### src/rtl/axi4lite_master_bridge.sv
// axi4lite_master_bridge
// Single-outstanding AXI4-Lite initiator. It turns a one-at-a-time host
// request port into AW/W/B or AR/R transactions and returns a one-cycle ack
// carrying the read data and an error flag.
//
// Optional feature: define AXI_MASTER_TIMEOUT_EN to add a response watchdog
// of TIMEOUT_CYCLES cycles. When it expires the host gets an early ack with
// err=1 and timeout=1. The bus transaction still runs to completion, and its
// late response is discarded.
//
// state      | meaning
// -----------+-----------------------------------------------------------
// ST_IDLE    | no transaction, host request accepted here
// ST_WR      | awvalid/wvalid outstanding, each dropping on its own ready
// ST_WR_RESP | both write handshakes done, bready high, waiting for bvalid
// ST_RD_ADDR | arvalid outstanding, waiting for arready
// ST_RD_DATA | rready high, waiting for rvalid
module axi4lite_master_bridge #(
    parameter int ADDR_WIDTH     = 3,
    parameter int TIMEOUT_CYCLES = 255
) (
    input  logic                  i_aclk,
    input  logic                  i_areset,
    // host side
    input  logic                  i_req,
    input  logic                  i_we,
    input  logic [ADDR_WIDTH-1:0] i_addr,
    input  logic [31:0]           i_wdata,
    input  logic [3:0]            i_wstrb,
    output logic                  o_busy,
    output logic                  o_ack,
    output logic [31:0]           o_rdata,
    output logic                  o_err,
    output logic                  o_timeout,
    // AXI write address / data / response
    output logic                  o_awvalid,
    input  logic                  i_awready,
    output logic [ADDR_WIDTH-1:0] o_awaddr,
    output logic [2:0]            o_awprot,
    output logic                  o_wvalid,
    input  logic                  i_wready,
    output logic [31:0]           o_wdata,
    output logic [3:0]            o_wstrb,
    input  logic                  i_bvalid,
    output logic                  o_bready,
    input  logic [1:0]            i_bresp,
    // AXI read address / data
    output logic                  o_arvalid,
    input  logic                  i_arready,
    output logic [ADDR_WIDTH-1:0] o_araddr,
    output logic [2:0]            o_arprot,
    input  logic                  i_rvalid,
    output logic                  o_rready,
    input  logic [31:0]           i_rdata,
    input  logic [1:0]            i_rresp
);

    typedef enum logic [2:0] {
        ST_IDLE,
        ST_WR,
        ST_WR_RESP,
        ST_RD_ADDR,
        ST_RD_DATA
    } state_t;

    state_t r_state, w_state_nxt;

    logic                  r_awvalid, w_awvalid_nxt;
    logic                  r_wvalid,  w_wvalid_nxt;
    logic                  r_bready,  w_bready_nxt;
    logic                  r_arvalid, w_arvalid_nxt;
    logic                  r_rready,  w_rready_nxt;
    logic                  r_ack,     w_ack_nxt;
    logic                  r_err,     w_err_nxt;
    logic                  r_timeout, w_timeout_nxt;
    logic [31:0]           r_rdata,   w_rdata_nxt;
    logic [ADDR_WIDTH-1:0] r_addr;
    logic [31:0]           r_wdata;
    logic [3:0]            r_wstrb;

    logic w_accept;
    logic w_resp_hs;
    logic w_aw_left;
    logic w_w_left;
    logic w_tmo_hit;
    logic w_tmo_fired;
    logic w_unused;

    assign w_accept  = (r_state == ST_IDLE) && i_req;
    assign w_resp_hs = ((r_state == ST_WR_RESP) && i_bvalid && r_bready) ||
                       ((r_state == ST_RD_DATA) && i_rvalid && r_rready);
    assign w_aw_left = r_awvalid && !i_awready;
    assign w_w_left  = r_wvalid  && !i_wready;

    // Only resp[1] separates OKAY/EXOKAY from SLVERR/DECERR.
    assign w_unused = ^{1'b0, i_bresp[0], i_rresp[0]};

`ifdef AXI_MASTER_TIMEOUT_EN
    localparam int CNT_W = $clog2(TIMEOUT_CYCLES + 1);

    logic [CNT_W-1:0] r_tmo_cnt;
    logic             r_tmo_fired;

    // A response arriving in the same cycle as expiry wins and is acked normally.
    assign w_tmo_hit   = (r_state != ST_IDLE) && !r_tmo_fired && !w_resp_hs &&
                         (r_tmo_cnt == CNT_W'(TIMEOUT_CYCLES));
    assign w_tmo_fired = r_tmo_fired;

    // Watchdog: restarts on acceptance, counts busy cycles, saturates at the limit
    always_ff @(posedge i_aclk) begin
        if (i_areset) begin
            r_tmo_cnt   <= '0;
            r_tmo_fired <= 1'b0;
        end else if (w_accept) begin
            r_tmo_cnt   <= '0;
            r_tmo_fired <= 1'b0;
        end else if (r_state != ST_IDLE) begin
            if (r_tmo_cnt != CNT_W'(TIMEOUT_CYCLES)) begin
                r_tmo_cnt <= r_tmo_cnt + 1'b1;
            end
            if (w_tmo_hit) begin
                r_tmo_fired <= 1'b1;
            end
        end
    end
`else
    logic w_unused_tmo;

    assign w_tmo_hit    = 1'b0;
    assign w_tmo_fired  = 1'b0;
    assign w_unused_tmo = TIMEOUT_CYCLES[0];
`endif

    // Next-state and next registered-output logic
    always_comb begin
        w_state_nxt   = r_state;
        w_awvalid_nxt = r_awvalid;
        w_wvalid_nxt  = r_wvalid;
        w_bready_nxt  = r_bready;
        w_arvalid_nxt = r_arvalid;
        w_rready_nxt  = r_rready;
        w_ack_nxt     = 1'b0;
        w_err_nxt     = 1'b0;
        w_timeout_nxt = 1'b0;
        w_rdata_nxt   = r_rdata;

        case (r_state)
            ST_IDLE: begin
                if (i_req) begin
                    if (i_we) begin
                        w_state_nxt   = ST_WR;
                        w_awvalid_nxt = 1'b1;
                        w_wvalid_nxt  = 1'b1;
                    end else begin
                        w_state_nxt   = ST_RD_ADDR;
                        w_arvalid_nxt = 1'b1;
                    end
                end
            end
            ST_WR: begin
                w_awvalid_nxt = w_aw_left;
                w_wvalid_nxt  = w_w_left;
                if (!w_aw_left && !w_w_left) begin
                    w_state_nxt  = ST_WR_RESP;
                    w_bready_nxt = 1'b1;
                end
            end
            ST_WR_RESP: begin
                if (i_bvalid && r_bready) begin
                    w_state_nxt  = ST_IDLE;
                    w_bready_nxt = 1'b0;
                    if (!w_tmo_fired) begin
                        w_ack_nxt = 1'b1;
                        w_err_nxt = i_bresp[1];
                    end
                end
            end
            ST_RD_ADDR: begin
                if (r_arvalid && i_arready) begin
                    w_state_nxt   = ST_RD_DATA;
                    w_arvalid_nxt = 1'b0;
                    w_rready_nxt  = 1'b1;
                end
            end
            ST_RD_DATA: begin
                if (i_rvalid && r_rready) begin
                    w_state_nxt  = ST_IDLE;
                    w_rready_nxt = 1'b0;
                    if (!w_tmo_fired) begin
                        w_ack_nxt   = 1'b1;
                        w_err_nxt   = i_rresp[1];
                        w_rdata_nxt = i_rdata;
                    end
                end
            end
            default: begin
                w_state_nxt = ST_IDLE;
            end
        endcase

        if (w_tmo_hit) begin
            w_ack_nxt     = 1'b1;
            w_err_nxt     = 1'b1;
            w_timeout_nxt = 1'b1;
        end
    end

    // State, handshake and result registers; payload captured on acceptance
    always_ff @(posedge i_aclk) begin
        if (i_areset) begin
            r_state   <= ST_IDLE;
            r_awvalid <= 1'b0;
            r_wvalid  <= 1'b0;
            r_bready  <= 1'b0;
            r_arvalid <= 1'b0;
            r_rready  <= 1'b0;
            r_ack     <= 1'b0;
            r_err     <= 1'b0;
            r_timeout <= 1'b0;
            r_rdata   <= '0;
            r_addr    <= '0;
            r_wdata   <= '0;
            r_wstrb   <= '0;
        end else begin
            r_state   <= w_state_nxt;
            r_awvalid <= w_awvalid_nxt;
            r_wvalid  <= w_wvalid_nxt;
            r_bready  <= w_bready_nxt;
            r_arvalid <= w_arvalid_nxt;
            r_rready  <= w_rready_nxt;
            r_ack     <= w_ack_nxt;
            r_err     <= w_err_nxt;
            r_timeout <= w_timeout_nxt;
            r_rdata   <= w_rdata_nxt;
            if (w_accept) begin
                r_addr  <= i_addr;
                r_wdata <= i_wdata;
                r_wstrb <= i_wstrb;
            end
        end
    end

    assign o_busy    = (r_state != ST_IDLE);
    assign o_ack     = r_ack;
    assign o_err     = r_err;
    assign o_timeout = r_timeout;
    assign o_rdata   = r_rdata;

    assign o_awvalid = r_awvalid;
    assign o_awaddr  = r_addr;
    assign o_awprot  = 3'b000;
    assign o_wvalid  = r_wvalid;
    assign o_wdata   = r_wdata;
    assign o_wstrb   = r_wstrb;
    assign o_bready  = r_bready;

    assign o_arvalid = r_arvalid;
    assign o_araddr  = r_addr;
    assign o_arprot  = 3'b000;
    assign o_rready  = r_rready;

endmodule

### config.mk
export PLATFORM = sky130hd
export DESIGN_NAME = axi4lite_master_bridge
export DESIGN_NICKNAME = d
export VERILOG_FILES = /design/src/rtl/axi4lite_master_bridge.sv
export SDC_FILE = /design/constraint.sdc
export NUM_CORES = 1
export LEC_CHECK = 0
export BUFFER_PORTS_ARGS = -buffer_cell sky130_fd_sc_hd__buf_2
export CAP_MARGIN = 25
export CELL_PAD_IN_SITES_DETAIL_PLACEMENT = 1
export CELL_PAD_IN_SITES_GLOBAL_PLACEMENT = 1
export CORE_UTILIZATION = 30
export CTS_CLUSTER_SIZE = 8
export DETAILED_ROUTE_END_ITERATION = 10
export PLACE_DENSITY = 0.84
export SKIP_CTS_REPAIR_TIMING = 1
export SYNTH_ARGS = -nofsm -noshare
export SYNTH_HDL_FRONTEND = slang
export SYNTH_SLANG_ARGS = --single-unit
### constraint.sdc
create_clock -name i_aclk -period 1.55 [get_ports i_aclk]
set_input_delay 0.155 -clock i_aclk [delete_from_list [all_inputs] [get_ports i_aclk]]
set_output_delay 0.155 -clock i_aclk [all_outputs]
set_load 0.02 [all_outputs]
### Word-level counts from Yosys, hierarchy flattened

Index checks and enable logic that the tools add are counted.
W data, S select, Z words.

* register bits: 81
* input bits: 84
* output and inout bits: 89
* word-level logic and storage cells: 73

* equality and inequality tests: 11
* mux-type cells: 27
* reductions and logical operators: 23

Operator list (number)
* $mux W3: 5
* $pmux W3 S5: 1
* $pmux W1 S2: 7
* $mux W1: 13
* $ne A2 B2 Y1 const B: 5
* $reduce_and A3 Y1: 3
* $reduce_bool A2 Y1: 4
* $logic_and A1 B1 Y1: 7
* $eq A3 B2 Y1 const B: 2
* $reduce_and A5 Y1: 1
* $logic_not A1 Y1: 4
* $ne A2 B1 Y1 const B: 2
* $reduce_and A4 Y1: 1
* $eq A3 B1 Y1 const B: 1
* $eq A3 B3 Y1 const B: 1
* $logic_not A3 Y1: 1
* $reduce_bool A3 Y1: 1
* $mux W2: 1
* $reduce_and A2 Y1: 1

### Longest topological paths before layout

Gate-level depths: netlist (run 1).

* word-level depth: 6
* depth in mapped cells: 7

### Worst setup path before layout (run 1)

No wires, ideal clock.

* path kind: register to register
* start: register r_arvalid (netlist: o_arvalid)
* end: register r_state[1]
* library setup time: 67 ps
* data arrival time: 1385 ps
* path slack: 98 ps
* cell stages (with the launch flop): 6
* path buffers: 0
* period minus slack after synthesis: 1452 ps
* cells stage by stage: dfxtp_1 -> nand2_1 -> a31oi_2 -> o211ai_1 -> a2111o_1 -> a21oi_2

* longest elaborated chain between the ends: 3

RTL lines
* start, declared: line 71 `logic r_arvalid, w_arvalid_nxt;`
* start signal, assigned: line 229 `r_arvalid <= w_arvalid_nxt;`
* $logic_and A1 B1 Y1: line 179 `if (r_arvalid && i_arready) begin`
* $ne A2 B2 Y1 (no source line)
* $reduce_and A5 Y1 (no source line)
* end signal, assigned: line 225 `r_state <= w_state_nxt;`
* end, declared: line 66 `state_t r_state, w_state_nxt;`

Every way passes these cells.
A chain may end at the register's enable or synchronous reset.

### Worst setup path after layout (run 1)

* start: register r_state[0]
* end: register r_bready (netlist: o_bready)

* longest elaborated chain between the ends: 3
* elaborated cells on any way between the ends: 7

RTL lines
* $eq A3 B1 Y1 or $eq A3 B2 Y1 (tied branches): line 147 `case (r_state)`
* $ne A2 B2 Y1 (no source line) (tied with other cells)
* $reduce_and A3 Y1 (no source line)
* end signal, assigned: line 228 `r_bready <= w_bready_nxt;`
* end, declared: line 70 `logic r_bready, w_bready_nxt;`

Several ways; a longest one is shown, not always the timed one.

==> results.yml, run 1 <==
cts:
  clock_latency_ns: 0.35
  clk_pin_slew_ns: 0.09
  cts_made_buffers: 9
  cts_max_path_buffers: 2
  cts_tree: "done"
  clock-sinks: 81
  cts_root_buffer: "clkbuf_8"
  cts.htree.levels: 3
setup_path:
  path_class: "reg2reg"
  ff2ff_setup_slack_ns: 0.13
  crit_chain: "inv_2 -> or3_1 -> or3_1 -> a21oi_1"
  startpoint_type: "flip-flop"
  worstPathRequired_ns: 1.83
  r2r-start: "r_state[0]$_SDFFE_PP0P_"
  cp.depth: 4
  reg2regPathDepth: 4
  crit_path_frequent_cell: "or3_1"
  worstPathArrival_ns: 1.71
  max_stage_delay_ns: 0.44
  cp_top_family: "simple AND/OR/NAND/NOR gates"
  r2r-end: "o_bready$_SDFFE_PP0P_"
  endpoint_kind: "flip-flop"
  cp_max_fo: 8
  crit_buf_inv: 1
  crit_slowest_cell: "dfxtp_4"
grt:
  track_usage: 0.172
  antenna_found_initial: 0
  grt-ovfl-total: 0
  grt_max_degree: 41
  grt_pass1_wl_um: 13800
  grt_pass1_vias: 3082
timing:
  rsz0062_at_grt: "false"
  finalClockSkew_ns: 0.00899
  final-max-slew-violation-count: 0
  hold_viol_final: 0
  hold_ws_ns: 0.0312
  fin_setup_tns_ns: 0
  period_share: 0.919
  setup_violations: 0
  max_clock_freq_ghz: 0.702
  min_period_ns: 1.42
status:
  status: "finished, final reports clean"
synth:
  synth_top_area_frac: 0.534
  synthCells: 386
  synth-main-ff-cell: "dfxtp_1"
  yosysSeqAreaShare: 0.534
  synth_simple_gate_area_frac: 0.244
  muxShareOfSynthArea: 0
  synth_cell_types: 31
  synth_area_leader_cell: "dfxtp_1"
  synthesis.area_um2: 3040
  synthTopCellsByArea: "dfxtp_1, nand2_1, a21oi_1"
  synthAdderAreaFrac: 0
  postSynth.asyncResetShare: 0
  ys_warn_count: 0
  syn_avg_cell_area_um2: 7.87
  ys_ff_latch: 81
  synth_compound_area_frac: 0.145
  synth_top_family_by_area: "simple AND/OR/NAND/NOR gates"
  synth_xor_area_frac: 0.00288
  synth_edf_count: 0
detailed_routing:
  post_drt_wl_per_cell_um: 13.1
  drcViolationCount: 0
  vias_per_cell: 4.51
  ant_nets: 0
  wl_met2_um: 4400
  drt-total-wl_um: 8930
  wl_met1_um: 3440
  drtIter0Drc: 28
  top_layer_used: "met4"
  wl_met3_um: 873
  firstDrtPassIters: 3
  via_count: 3070
flow_run:
  max_cap_violations: 0
placed_design:
  place_congestion: 0.711
  io_buffers: 163
  hpwl_um: 6710
power_and_ir_drop:
  power.density_nw_per_um2: 1210
  leakage_nw: 1.95
  ir_worst_vdd_mv: 0.391
cells_and_area:
  nets: 626
  drive_above_1_share: 0.373
  layout_commonest_cell: "buf_2"
  syn2layout_area_growth_pct: 40.5
  final_cell_mix: "buf_2, nand2_1, dfxtp_1"
  antenna_cells: 0
die:
  fp.dieW_um: 103
  dieArea_um2: 10500
  num_rows: 36
  pin_count: 173
  fp.dieH_um: 103
  start_util: 0.311
  core_um2: 9770
hold_path:
  min_to: "o_rdata[9]$_SDFFE_PP0P_"
  hold_class: "in2reg"
  min_from: "i_rdata[9]"
  whs_path_depth: 3
-- Yosys cell counts (3+ instances only) --
cell	number
a21oi_1	77
buf_2	8
buf_4	10
buf_6	3
clkbuf_1	15
dfxtp_1	81
nand2_1	157
nand3_1	3
nor2_1	3
nor3_1	3
-- layer usage --
metal,global-route usage,vias up
li1,-,1538
met1,0.171,1398
met2,0.305,120
met3,0.0685,14
met4,0.0967,0
met5,0,-
-- worst max path at each step --
stage	startpoint	endpoint	slack, ns
6_report	r_state[0]$_SDFFE_PP0P_	o_bready$_SDFFE_PP0P_	0.13
5_1_grt	r_state[0]$_SDFFE_PP0P_	o_err$_SDFF_PP0_	0.01
4_1_cts	r_state[0]$_SDFFE_PP0P_	r_state[1]$_SDFFE_PP0P_	-0.1
3_5_place_dp	r_state[0]$_SDFFE_PP0P_	r_state[1]$_SDFFE_PP0P_	-0.06
3_3_place_gp	r_state[0]$_SDFFE_PP0P_	r_state[1]$_SDFFE_PP0P_	0.04
2_1_floorplan	o_arvalid$_SDFFE_PP0P_	r_state[1]$_SDFFE_PP0P_	0.1
-- worst reg2reg max path, cell delays in order, from the launching register on --
cell and delay [ns]:
dfxtp_4 0.44, inv_2 0.05, or3_1 0.36, or3_1 0.38, a21oi_1 0.13
-- area by class of cell --
type	instances	area (µm²)
fill	1261	5510
sequential	81	1630
multi-input combinational	271	1230
timing repair buffer	176	967
tap	133	166
clock buffer	12	165
clock inverter	4	97.6
inverter	3	11.3
-- sequential cells by signal, summed over array words and instances, names as in the netlist --
| register | flops |
|---|---|
| o_ack | 1 |
| o_araddr | 3 |
| o_arvalid | 1 |
| o_awvalid | 1 |
| o_bready | 1 |
| o_err | 1 |
| o_rdata | 32 |
| o_rready | 1 |
| o_wdata | 32 |
| o_wstrb | 4 |
| o_wvalid | 1 |
| r_state | 3 |
-- cells by family (layout without fill, tap and decap cells) --
| group | after synthesis | after routing |
|---|---|---|
| buffers and inverters | 40 | 195 |
| other | 1 | 7 |
| AOI/OAI and AO/OA | 83 | 83 |
| and+or+nand+nor | 180 | 180 |
| xor gates and xnor gates | 1 | 1 |
| DFF | 81 | 81 |
-- where the power goes --
part | internal, mW | switching (mW)
Combinational | 0.343 | 0.534
Clock | 1.20 | 0.777
Sequential | 2.20 | 0.0841
-- through the flow --
step                      cells  total power, mW  instance area, µm²   util  setup slack (ns)
after detailed placement    664             3.21                3980  0.407           -0.0618
after floorplan             392             2.88                3060      -            0.0979
after CTS                   680             5.22                4240  0.434           -0.0991
final                       680             5.14                4270  0.437             0.126
after global placement      664             3.18                3980  0.407            0.0433
after global routing        680             5.43                4270  0.437            0.0107
No activity file was read; power rests on OpenSTA's default activity.
==> run 2: changes to the inputs <==
--- a/config.mk
+++ b/config.mk
@@ -12,6 +12,7 @@
 export CORE_UTILIZATION = 30
 export CTS_CLUSTER_SIZE = 8
 export DETAILED_ROUTE_END_ITERATION = 10
+export MAX_ROUTING_LAYER = met4
 export PLACE_DENSITY = 0.84
 export SKIP_CTS_REPAIR_TIMING = 1
 export SYNTH_ARGS = -nofsm -noshare
==> run 2 against run 1 <==
Against the previous run: critical path depth unchanged; count of clock-buffer cells in the layout stayed put; setup slack about the same; power hardly changed; worst hold slack worse by 0.0032 ns; utilization unchanged.
==> results.yml, run 2 (synthesized netlist as in run 1, its figures left out) <==
cts:
  clock_latency_ns: 0.35
  cts.htree.levels: 3
  cts_made_buffers: 9
  clock-sinks: 81
  cts_root_buffer: "clkbuf_8"
  cts_max_path_buffers: 2
  cts_tree: "done"
  clk_pin_slew_ns: 0.09
power_and_ir_drop:
  finalPower_mw: 5.14
  power.density_nw_per_um2: 1210
  ir_worst_vdd_mv: 0.391
  leakage_nw: 1.95
timing:
  period_share: 0.919
  fin_setup_tns_ns: 0
  hold_ws_ns: 0.0280
  rsz0062_at_grt: "false"
  setup_violations: 0
  finalClockSkew_ns: 0.00918
  min_period_ns: 1.42
  hold_viol_final: 0
  max_clock_freq_ghz: 0.702
  final-max-slew-violation-count: 0
placed_design:
  hpwl_um: 6710
  place_congestion: 0.720
  placed_cell_area_um2: 3980
  io_buffers: 163
hold_path:
  hold_class: "in2reg"
cells_and_area:
  utilization: 0.437
  layout_commonest_cell: "buf_2"
  drive_above_1_share: 0.373
  final_cell_mix: "buf_2, nand2_1, dfxtp_1"
  syn2layout_area_growth_pct: 40.5
  nets: 626
  finalInstanceArea_um2: 4270
  fillerInstances: 1261
  antenna_cells: 0
setup_path:
  worstPathArrival_ns: 1.71
  worstPathRequired_ns: 1.84
  path_class: "reg2reg"
  endpoint_kind: "flip-flop"
  startpoint_type: "flip-flop"
  cp_max_fo: 8
detailed_routing:
  via_count: 3071
  ant_nets: 0
  firstDrtPassIters: 3
  drcViolationCount: 0
  vias_per_cell: 4.52
  post_drt_wl_per_cell_um: 13.2
  drt-total-wl_um: 8950
  drtIter0Drc: 45
grt:
  track_usage: 0.177
  antenna_found_initial: 0
  grt_pass1_wl_um: 13800
  grt_max_degree: 41
  grt_pass1_vias: 3083
  grt-ovfl-total: 0
die:
  num_rows: 36
  start_util: 0.311
  fp.dieH_um: 103
  pin_count: 173
  fp.dieW_um: 103
  dieArea_um2: 10500
  core_um2: 9770
flow_run:
  max_cap_violations: 0
status:
  status: "finished, final reports clean"
[run 2: critical path, stage by stage (launching register included)]
cell and delay, ns:
dfxtp_4 0.44, inv_2 0.05, or3_1 0.36, or3_1 0.38, a21oi_1 0.13
[run 2: final timing paths]
path | start | to | slack (ns) | cells past startpoint
max reg2reg | r_state[0]$_SDFFE_PP0P_ | o_bready$_SDFFE_PP0P_ | 0.13 | 4
min reg2reg | o_wdata[4]$_SDFFE_PP0P_ | o_wdata[4]$_SDFFE_PP0P_ | 0.45 | 2
max | r_state[0]$_SDFFE_PP0P_ | o_bready$_SDFFE_PP0P_ | 0.13 | 4
min | i_rdata[9] | o_rdata[9]$_SDFFE_PP0P_ | 0.03 | 3
[run 2: area by class of cell]
type,instances,area (µm²),area share
multi-input cells,271,1230,0.288
inverters,3,11.3,0.00264
well taps,133,166,0.0390
repair buffers,176,967,0.227
clock inverters,4,97.6,0.0229
flip-flops and latches,81,1630,0.382
clock buffers,12,165,0.0387
[run 2: report_power, final]
| group | switching (mW) | internal, mW |
|---|---|---|
| Clock | 0.779 | 1.20 |
| Sequential | 0.0841 | 2.20 |
| Combinational | 0.534 | 0.343 |
| Total | 1.40 | 3.75 |
[run 2: stage by stage]
stage,setup slack [ns],instances
finish,0.126,680
detailed placement,-0.0618,664
floorplan,0.0979,392
global placement,0.0433,664
global route,0.0107,680
CTS,-0.0991,680
[run 2: layer usage]
metal,GRT usage,routed length [µm],vias up
met5,-,0,-
met4,0.0967,244,0
met3,0.0556,793,17
met2,0.305,4380,121
met1,0.177,3530,1395
li1,-,-,1538
